## src/rtl/stream_arbiter.sv

```systemverilog
// Round-robin arbiter merging N producer streams, each buffered by its own
// small FIFO, into one registered output stream tagged with the source index.
module stream_arbiter #(
    parameter int WDTH      = 32,
    parameter int MWDTH     = 1,
    parameter int N_LOG     = 2,
    parameter int LOG_DEPTH = 2
) (
    input  logic                        clk,
    input  logic                        rst_n,
    input  logic [(2**N_LOG)*WDTH-1:0]  in_data,
    input  logic [(2**N_LOG)-1:0]       in_nd,
    input  logic [(2**N_LOG)*MWDTH-1:0] in_m,
    output logic [(2**N_LOG)-1:0]       in_full,
    output logic [WDTH-1:0]             out_data,
    output logic                        out_nd,
    output logic [MWDTH-1:0]            out_m,
    output logic [N_LOG-1:0]            out_src,
    output logic [(2**N_LOG)-1:0]       ovf,
    output logic                        error
);

    localparam int N     = 2**N_LOG;
    localparam int DEPTH = 2**LOG_DEPTH;
    localparam int EW    = WDTH + MWDTH;

    logic [EW-1:0]      mem [N][DEPTH];
    logic [LOG_DEPTH:0] wr_ptr [N];
    logic [LOG_DEPTH:0] rd_ptr [N];
    logic [N-1:0]       empty;
    logic [N-1:0]       full;
    logic [N-1:0]       push;
    logic [N-1:0]       pop;
    logic [N_LOG-1:0]   rr_ptr;
    logic [N_LOG-1:0]   scan_idx;
    logic [N_LOG-1:0]   grant_idx;
    logic               grant_vld;
    logic [EW-1:0]      head_word;

    // Full when the low address bits match but the wrap bits differ.
    always_comb begin
        empty = '0;
        full  = '0;
        for (int i = 0; i < N; i++) begin
            empty[i] = (wr_ptr[i] == rd_ptr[i]);
            full[i]  = (wr_ptr[i][LOG_DEPTH] != rd_ptr[i][LOG_DEPTH]) &&
                       (wr_ptr[i][LOG_DEPTH-1:0] == rd_ptr[i][LOG_DEPTH-1:0]);
        end
    end

    assign in_full = full;

    // Scan downward so the closest non-empty index after rr_ptr wins last.
    always_comb begin
        grant_vld = 1'b0;
        grant_idx = '0;
        scan_idx  = '0;
        for (int k = N - 1; k >= 0; k--) begin
            scan_idx = rr_ptr + N_LOG'(k);
            if (!empty[scan_idx]) begin
                grant_vld = 1'b1;
                grant_idx = scan_idx;
            end
        end
    end

    always_comb begin
        pop  = '0;
        push = '0;
        for (int i = 0; i < N; i++) begin
            pop[i]  = grant_vld && (grant_idx == N_LOG'(i));
            push[i] = in_nd[i] && (!full[i] || pop[i]);
        end
    end

    assign head_word = mem[grant_idx][rd_ptr[grant_idx][LOG_DEPTH-1:0]];

    always_ff @(posedge clk) begin
        for (int i = 0; i < N; i++) begin
            if (push[i]) begin
                mem[i][wr_ptr[i][LOG_DEPTH-1:0]] <= {in_m[i*MWDTH +: MWDTH],
                                                     in_data[i*WDTH +: WDTH]};
            end
        end
    end

    always_ff @(posedge clk or negedge rst_n) begin
        if (!rst_n) begin
            for (int i = 0; i < N; i++) begin
                wr_ptr[i] <= '0;
                rd_ptr[i] <= '0;
            end
            ovf <= '0;
        end else begin
            for (int i = 0; i < N; i++) begin
                if (push[i]) begin
                    wr_ptr[i] <= wr_ptr[i] + (LOG_DEPTH+1)'(1);
                end
                if (pop[i]) begin
                    rd_ptr[i] <= rd_ptr[i] + (LOG_DEPTH+1)'(1);
                end
                if (in_nd[i] && full[i] && !pop[i]) begin
                    ovf[i] <= 1'b1;
                end
            end
        end
    end

    always_ff @(posedge clk or negedge rst_n) begin
        if (!rst_n) begin
            rr_ptr   <= '0;
            out_nd   <= 1'b0;
            out_data <= '0;
            out_m    <= '0;
            out_src  <= '0;
        end else begin
            out_nd <= grant_vld;
            if (grant_vld) begin
                rr_ptr   <= grant_idx + N_LOG'(1);
                out_data <= head_word[WDTH-1:0];
                out_m    <= head_word[EW-1:WDTH];
                out_src  <= grant_idx;
            end
        end
    end

    assign error = |ovf;

endmodule

```

## config.mk

```make
export PLATFORM = sky130hd
export DESIGN_NAME = stream_arbiter
export DESIGN_NICKNAME = d
export VERILOG_FILES = /design/src/rtl/stream_arbiter.sv
export SDC_FILE = /design/constraint.sdc
export NUM_CORES = 1
export LEC_CHECK = 0
export ABC_CLOCK_PERIOD_IN_PS = 7900
export CAP_MARGIN = 0
export CORE_MARGIN = 3
export CORE_UTILIZATION = 40
export DETAILED_ROUTE_END_ITERATION = 7
export GPL_ROUTABILITY_DRIVEN = 0
export HOLD_SLACK_MARGIN = 0.08
export SLEW_MARGIN = 30
export SYNTH_ARGS = -nofsm -noshare
export SYNTH_HDL_FRONTEND = slang
export SYNTH_SLANG_ARGS = --single-unit
```

## constraint.sdc

```tcl
create_clock -name clk -period 7.9 [get_ports clk]
set_input_delay 1.58 -clock clk [delete_from_list [all_inputs] [get_ports clk]]
set_output_delay 1.58 -clock clk [all_outputs]
set_load 0.01 [all_outputs]
```

==> results of run 1 <==
-- registers in the layout, summed over array words and instances, names as in the netlist --
register	flops
rd_ptr	12
ovf	4
out_data	32
out_nd	1
out_m	1
mem	528
out_src	2
rr_ptr	2
wr_ptr	12
-- critical path: stages (launching register included) --
cell	delay (ps)
dfrtp_1	440
xnor2_1	300
and3_1	260
o221a_2	260
o21a_4	520
buf_4	810
mux2i_1	160
mux2_2	310
nand2b_2	400
buf_4	420
a211oi_1	260
nor3_1	70
-- synthesized netlist by cell type, drive strengths merged --
cell,instances
a21oi,134
nand2b,1
and3,48
edfxtp,528
and2,8
o21bai,3
nand3,103
a21o,33
a21boi,1
a22oi,33
a311oi,1
o221a,1
xnor2,18
nand2,383
a31oi,34
ha,20
buf,48
mux2,5
a211oi,99
dfrtp,66
mux2i,4
o21ai,8
a31o,1
nor3,35
nand4,1
or4,1
nor2,41
xor2,10
inv,14
o21a,1
o211a,1
o31ai,2
a211o,1
clkbuf,66
or2,1
-- final cells by class --
class | count | share of cell area, %
Multi-Input combinational cell | 1032 | 19.8
Antenna cell | 1 | 0.00889
Clock buffer | 74 | 5.74
Clock inverter | 35 | 1.33
Sequential cell | 594 | 62.2
Timing Repair Buffer | 210 | 7.30
Inverter | 14 | 0.187
Tap cell | 765 | 3.40
-- final timing paths --
check	slack [ps]	start	cells after the start	to
max in group asynchronous	5860	rst_n	2	out_data[18]
max	3440	rd_ptr[3]	11	out_data[26]
min	480	out_src[1]	2	out_src[1]
min in group asynchronous	930	rst_n	1	ovf[2]
max reg2reg	3440	rd_ptr[3]	11	out_data[26]
min reg2reg	480	out_src[1]	2	out_src[1]
-- metrics by stage --
step / utilization, % / cells / hold WS, ps / cell area [µm²]
floorplan: - / 1754 / 460 / 23600
global placement: 45.0 / 2614 / 474 / 26100
detailed placement: 45.1 / 2615 / 478 / 26100
CTS: 48.5 / 2724 / 491 / 28100
global route: 48.5 / 2724 / 498 / 28100
finish: 48.5 / 2725 / 484 / 28100
-- cell usage in the layout (no fill, tap or decap), types with 2 or more instances in the layout --
cell / netlist / final
clkbuf_8: 0 / 6
buf_4: 4 / 27
clkinvlp_4: 0 / 2
inv_1: 14 / 14
mux2i_1: 4 / 4
clkinv_2: 0 / 15
clkbuf_1: 66 / 8
xnor2_1: 18 / 18
o21bai_1: 3 / 3
and3_2: 0 / 12
a22oi_1: 33 / 33
a211oi_1: 99 / 99
nor3_1: 35 / 35
mux2_2: 4 / 4
xor2_1: 10 / 10
clkbuf_16: 0 / 60
dfrtp_1: 66 / 66
nand2_1: 383 / 382
clkinv_1: 0 / 9
o21ai_0: 7 / 7
a31oi_1: 34 / 34
ha_1: 20 / 20
a21o_1: 33 / 33
edfxtp_1: 528 / 528
clkdlybuf4s50_1: 0 / 181
bufinv_16: 0 / 7
o31ai_1: 2 / 2
a21oi_1: 134 / 134
nand3_1: 103 / 103
and2_1: 8 / 4
and3_1: 48 / 36
and2_4: 0 / 4
nor2_1: 41 / 40
-- cells by family after synthesis --
| group | count (synthesis) | synth area share (%) |
|---|---|---|
| buffers and inverters | 128 | 2.35 |
| DFF | 594 | 74.2 |
| AOI/OAI and AO/OA | 353 | 9.63 |
| adders and majority gates | 20 | 1.06 |
| muxes | 9 | 0.424 |
| xor gates and xnor gates | 28 | 1.04 |
| and+or+nand+nor | 622 | 11.3 |
-- routing by layer --
layer	part of all wire [%]	track usage, %	routed length (µm)
met1	43	28.9	28400
met2	48	33.7	31400
met3	7.0	3.81	4640
met4	2.4	6.10	1610
met5	0	0	0
==> run summary, run 1 <==
Fillers -> 4,985
vias -> 15,000
critical path type -> flop to flop
unrepaired setup endpoints after global routing -> false
Layout Skew -> 18.9 ps
CTS sink cnt -> 594
outcome -> finished, final reports clean
flops & latches, synth -> 594
# setup viols final -> 0
setup bufs post-CTS -> 0
critical path arrival -> 4950 ps
Core Box Area -> 58,000 µm²
FMAX -> 224 MHz
total track usage -> 20.8%
Die X -> 249 µm
layout cells sized above 1 -> 7.71%
CTS Buffer Depth -> 3
site row count -> 88
pre-CTS WS -> 3510 ps
Max-Cap Viols -> 0
crit end category -> flop
crit share post-route -> 56.5%
slew of the pin with the lowest slew margin -> 989 ps
Final WS setup -> 3440 ps
clock slew at reported path FFs -> 70 ps
Post-CTS Hold Fix Bufs -> 0
final max-slew violation count -> 0
area delta synth->final -> 19.3%
HPWL after DPL -> 37.3 mm
largest net degree at the start of global routing -> 93
cell area after synthesis -> 23,600 µm²
post-cts gate resize count -> 0
die area -> 61,900 µm²
DRT Pass-1 Iters -> 5
CTS tree -> yes
Synth warnings -> 0
1st-iter DRT viols -> 1,537
Worst-Skew Late Latency -> 620 ps
multi-input logic area -> 5580 µm²
worst rel slew slack -> 34.1%
number of remaining DRC errors -> 0
nets -> 2,068
first-pass GRT wire length -> 96.7 mm
type of the most critical hold path -> flop to flop
register area -> 17,500 µm²
initial core utilization -> 40.6%
Final Critical Period -> 4460 ps
crit path max fanout -> 77
Root Driver -> clkbuf_16
WP data required -> 8390 ps
startpoint type of the worst setup path -> flop
grt ovf -> 0
H-tree levels -> 2
routed length per instance -> 24.2 µm
I/O Pins -> 183
syn_nets -> 1,912
initial antenna violation count -> 0
die height -> 249 µm
syn_area_per_cell -> 13.4 µm²
Yosys top cell by area -> edfxtp_1
vias per inst -> 5.51
vias in the first global route -> 14,900
gate count after technology mapping -> 1,754
final wirelength -> 66.0 mm
TNS Setup -> 0 ps
Port Buffers -> 182
Netlist cell types -> 40
register area share after synthesis -> 74.2%
CTS Buf Count -> 58
Final Hold Fails -> 0
largest cells by area after synthesis -> edfxtp_1 (67%), dfrtp_1 (7.0%), nand2_1 (6.1%)
post-synth top area share -> 67.2%
Final ANT Viol Nets -> 0
Power of run 1 is left out: the tool's default activity adds up to more than one toggle a clock period on the data nets, which glitch-free logic cannot reach.
==> inputs of run 2 (changes only) <==
--- a/config.mk
+++ b/config.mk
@@ -5,7 +5,7 @@
 export SDC_FILE = /design/constraint.sdc
 export NUM_CORES = 1
 export LEC_CHECK = 0
-export ABC_CLOCK_PERIOD_IN_PS = 7900
+export ABC_CLOCK_PERIOD_IN_PS = 4150
 export CAP_MARGIN = 0
 export CORE_MARGIN = 3
 export CORE_UTILIZATION = 40
==> constraint.sdc (replaced) <==
create_clock -name clk -period 4.15 [get_ports clk]
set_input_delay 0.83 -clock clk [delete_from_list [all_inputs] [get_ports clk]]
set_output_delay 0.83 -clock clk [all_outputs]
set_load 0.01 [all_outputs]
==> run 2 against run 1 <==
Against the previous run:
- sequential share of layout area down 0.68 points
- die area stayed put
- register-to-register slack got worse by 3100 ps
- via count rose by 1.2%
- critical path depth shrank 3
- cell count grew 0.55%
- worst setup slack got worse by 3100 ps
==> run summary, run 2 (synthesis gave the netlist of run 1 again) <==
first-pass GRT wire length -> 101 mm (was 96.7 mm)
Core Box Area -> 58,000 µm² (unchanged)
worst rel slew slack -> 37.1% (was 34.1%)
r2r worst-path depth -> 8 (was 11)
Crit path top cell by count -> nand3_1 (was buf_4)
crit path max fanout -> 17 (was 77)
Root Driver -> clkbuf_16 (unchanged)
setup bufs post-CTS -> 0 (unchanged)
reg2reg end -> mem[0][82] (was out_data[26])
die height -> 249 µm (unchanged)
vias in the first global route -> 15,000 (was 14,900)
CP Cell Sequence -> xnor2_1, nand3_1, a311oi_1, or2_4, nand3_1, a21boi_2, and2_2, buf_4 (was xnor2_1, and3_1, o221a_2, o21a_4, buf_4, mux2i_1, mux2_2, nand2b_2, buf_4, a211oi_1, nor3_1)
layout cells sized above 1 -> 8.26% (was 7.71%)
# setup viols final -> 0 (unchanged)
critical path type -> flop to flop (unchanged)
final max-slew violation count -> 0 (unchanged)
CP peak stage delay -> 700 ps (was 810 ps)
most common cell after layout, fill and taps aside -> edfxtp_1 (unchanged)
RR Startpoint -> rd_ptr[4] (was rd_ptr[3])
Final Hold Fails -> 0 (unchanged)
Max-Cap Viols -> 0 (unchanged)
routed length per instance -> 24.7 µm (was 24.2 µm)
Post-CTS Hold Fix Bufs -> 0 (unchanged)
slew of the pin with the lowest slew margin -> 943 ps (was 989 ps)
clock slew at reported path FFs -> 60 ps (was 70 ps)
crit path to -> mem[0][82] (was out_data[26])
Die X -> 249 µm (unchanged)
Slowest cell on crit path -> and2_2 (was buf_4)
post-cts gate resize count -> 0 (unchanged)
Worst-Skew Late Latency -> 640 ps (was 620 ps)
max reg flops -> 528 (unchanged)
CTS tree -> yes (unchanged)
crit share post-route -> 93.1% (was 56.5%)
vias -> 15,200 (was 15,000)
Fillers -> 4,966 (was 4,985)
I/O Pins -> 183 (unchanged)
worst setup path start -> rd_ptr[4] (was rd_ptr[3])
initial antenna violation count -> 4 (was 0)
total track usage -> 21.6% (was 20.8%)
type of the most critical hold path -> primary input to async pin (was flop to flop)
vias per inst -> 5.54 (was 5.51)
CTS Buf Count -> 60 (was 58)
DRT Pass-1 Iters -> 5 (unchanged)
Layout Skew -> 43.7 ps (was 18.9 ps)
area delta synth->final -> 20.6% (was 19.3%)
FMAX -> 259 MHz (was 224 MHz)
final wirelength -> 67.7 mm (was 66.0 mm)
number of remaining DRC errors -> 0 (unchanged)
CTS sink cnt -> 594 (unchanged)
1st-iter DRT viols -> 1,483 (was 1,537)
Final ANT Viol Nets -> 0 (unchanged)
Reg2Reg Setup Slack -> 290 ps (was 3440 ps)
site row count -> 88 (unchanged)
H-tree levels -> 2 (unchanged)
unrepaired setup endpoints after global routing -> false (unchanged)
grt ovf -> 0 (unchanged)
CTS Buffer Depth -> 3 (unchanged)
most frequent cells in the layout -> edfxtp_1 (528), nand2_1 (382), clkdlybuf4s50_1 (181), a21oi_1 (134), nand3_1 (103) (unchanged)
nets -> 2,081 (was 2,068)
Final Critical Period -> 3860 ps (was 4460 ps)
initial core utilization -> 40.6% (unchanged)
largest net degree at the start of global routing -> 169 (was 93)
TNS Setup -> 0 ps (unchanged)
outcome -> finished, final reports clean (unchanged)
die area -> 61,900 µm² (unchanged)
WP data required -> 4440 ps (was 8390 ps)
startpoint type of the worst setup path -> flop (unchanged)
critical path arrival -> 4150 ps (was 4950 ps)
HPWL after DPL -> 39.4 mm (was 37.3 mm)
crit end category -> flop (unchanged)
Port Buffers -> 182 (unchanged)
run 2: changes by cell type in the layout (fill, tap and decap cells not counted), sizes merged:
cell	change
buf	+11
clkbuf	-1
clkinv	-2
clkinvlp	+5
inv	+2
run 2: metal layers:
| layer | vias to the layer above | share of wire [%] | GRT usage, % |
|---|---|---|---|
| li1 | 6838 | - | - |
| met1 | 7570 | 43 | 30.5 |
| met2 | 658 | 47 | 34.6 |
| met3 | 116 | 7.2 | 3.84 |
| met4 | 6 | 2.4 | 6.27 |
| met5 | - | 0.058 | 0 |
run 2: worst min-delay path by stage:
stage                           from      endpoint  slack, ps
after floorplan           wr_ptr[11]    wr_ptr[11]        460
after global placement    out_src[1]    out_src[1]        460
after detailed placement  out_src[1]    out_src[1]        470
after CTS                      rst_n     rd_ptr[0]        320
after global routing           rst_n     rd_ptr[0]        340
final                          rst_n  out_data[13]        290
run 2: cell type report:
class | count | area (µm²) | share of cell area, %
clock buffer | 73 | 1590 | 5.59
sequential | 594 | 17500 | 61.5
clock inverter | 40 | 430 | 1.51
antenna | 1 | 2.50 | 0.00880
timing repair buffer | 221 | 2340 | 8.21
multi-input combinational | 1032 | 5570 | 19.6
tap | 765 | 957 | 3.36
inverter | 14 | 52.6 | 0.185
run 2: through the flow:
step	instance area [µm²]	cells	hold WS, ps	utilization, %	setup slack (ps)
after global routing	28400	2739	340	49.0	20.0
after floorplan	23600	1754	460	-	908
after CTS	28400	2739	315	49.0	283
after global placement	26400	2626	461	45.5	402
final	28500	2740	292	49.0	286
after detailed placement	26400	2626	468	45.5	324
run 2: worst max-delay path: cells and delay by family, from the launching register on:
kind                   cells  cell delay (ps)
XOR/XNOR                   1              300
flip-flops                 1              420
buffers and inverters      1              380
AO/OA/AOI/OAI              2             1000
AND/OR/NAND/NOR            4             1400
Power of run 2 is left out for the same reason.
==> patch (config.mk and constraints of run 1) <==
Change the parameter `LOG_DEPTH` from 2 to 3.
--- a/src/rtl/stream_arbiter.sv
+++ b/src/rtl/stream_arbiter.sv
@@ -4,7 +4,7 @@
     parameter int WDTH      = 32,
     parameter int MWDTH     = 1,
     parameter int N_LOG     = 2,
-    parameter int LOG_DEPTH = 2
+    parameter int LOG_DEPTH = 3
 ) (
     input  logic                        clk,
     input  logic                        rst_n,
Behaviour: same outputs for any inputs over 4 cycles, from zero or initial values and one cycle with rst_n low; that may be too few to reach the edited logic, so the function may still have changed.
==> patch against run 1 <==
- synthesized area increased by 96%
- clock skew is 0.0050 ns higher
- design area is 89% higher
- largest cell class unchanged
- setup slack got worse by 1.2 ns
- sequential cell count increased by 536
- die area is 93% higher
- routed wire length is 130% higher
Power is left out: the tool's default activity adds up to more than one toggle a clock period on the data nets, which glitch-free logic cannot reach.
==> patch: results (changes against run 1) <==
GRT Overall Usage = 24.9% (was 20.8%)
Final HPWL DP = 80100 um (was 37300 um)
Initial antenna violation count = 15 (was 0)
Cts bufs inserted = 115 (was 58)
Number of global-route vias before repair = 28900 (was 14900)
Post-Syn Nets = 3336 (was 1912)
Layout Cells excl Fill = 4902 (was 2725)
CP Data Arrival Time = 6.32 ns (was 4.95 ns)
Commonest cells post-synth = 1056 x edfxtp_1, 570 x nand2_1, 274 x nand3_1 (was 528 x edfxtp_1, 383 x nand2_1, 134 x a21oi_1)
Area contributors post-synth = edfxtp_1 69%, nand2_1 4.6%, a2111oi_0 4.3% (was edfxtp_1 67%, dfrtp_1 7.0%, nand2_1 6.1%)
Synthesized area per cell = 14.5 sq um (was 13.4 sq um)
EDFF count, synth = 1056 (was 528)
Final net count = 3430 (was 2068)
Met3 routed WL = 14900 um (was 4640 um)
Total congestion overflow = 0 (unchanged)
Clock transition at path regs = 0.06 ns
Sequential fraction of the synthesis area = 72.7% (was 74.2%)
Crit Path Max Fanout = 59 (was 77)
Run status = finished clean (unchanged)
Clk_lat worst skew = 0.71 ns (was 0.62 ns)
DR vias = 30600 (was 15000)
Initial DRC Count = 3969 (was 1537)
Worst Tran Pin Value = 1.09 ns (was 0.989 ns)
Wire length on met2 = 69500 um (was 31400 um)
DP Area = 49600 sq um (was 26100 sq um)
M1 WL = 63900 um (was 28400 um)
Final WL = 153000 um (was 66000 um)
Largest net degree at the start of global routing = 151 (was 93)
Layout cell share with drive strength beyond 1 = 9.07% (was 7.71%)
DP Cell Count = 4678 (was 2615)
H-tree levels = 3 (was 2)
Synth unique cells = 64 (was 40)
Ys async rst share = 6.55% (was 11.1%)
Max reg flops = 1056 (was 528)
First-pass GRT wire length = 217000 um (was 96700 um)
Fillers = 9999 (was 4985)
DR top layer = met5 (was met4)
## patch: routing by layer
layer,up-vias,track usage [%]
li1,12900,-
met1,15600,35.9
met2,1784,38.4
met3,282,4.62
met4,10,7.58
met5,-,0
## patch: layout make-up
type                    instances  area (sq um)  share of cell area [%]
flip-flops and latches       1130         33600                    63.1
clock buffers                 164          3170                    5.96
multi-input cells            1770         11600                    21.9
repair buffers                259          2480                    4.67
clock inverters                52           397                   0.746
well taps                    1512          1890                    3.56
inverters                       8          30.0                  0.0565
diodes                          7          17.5                  0.0329
## patch: cells by family (layout without fill, tap and decap cells)
group	after synthesis	after routing	synth area share [%]
buffers and inverters	290	483	2.81
AOI/OAI and AO/OA	462	462	8.59
adders and majority gates	8	8	0.217
muxes	135	135	2.94
and+or+nand+nor	1126	1126	12.1
DFF	1130	1130	72.7
other	0	7	0
xor gates and xnor gates	39	39	0.739
## patch: worst paths after layout
kind	from	endpoint	slack (ns)	cells after the start
setup / recovery	wr_ptr[12]$_DFFE_PN0P_	out_data[8]$_DFFE_PN0P_	2.20	11
hold / removal	out_src[0]$_DFFE_PN0P_	out_src[0]$_DFFE_PN0P_	0.49	2
setup reg to reg	wr_ptr[12]$_DFFE_PN0P_	out_data[8]$_DFFE_PN0P_	2.20	11
hold reg to reg	out_src[0]$_DFFE_PN0P_	out_src[0]$_DFFE_PN0P_	0.49	2
max in group asynchronous	rst_n	out_data[18]$_DFFE_PN0P_	5.92	2
min in group asynchronous	rst_n	ovf[1]$_DFFE_PN0P_	0.84	1
## patch: critical path, cell delays in order, from the launching register on
cell and delay [ns]:
dfrtp_1 0.59, xor2_1 0.33, or4_1 0.40, nand3_4 0.50, nand3_4 0.83, buf_4 0.75, buf_4 0.64, a2111oi_0 0.22
a2111oi_0 0.46, a311oi_1 0.11, or4_1 0.55, a21oi_1 0.14
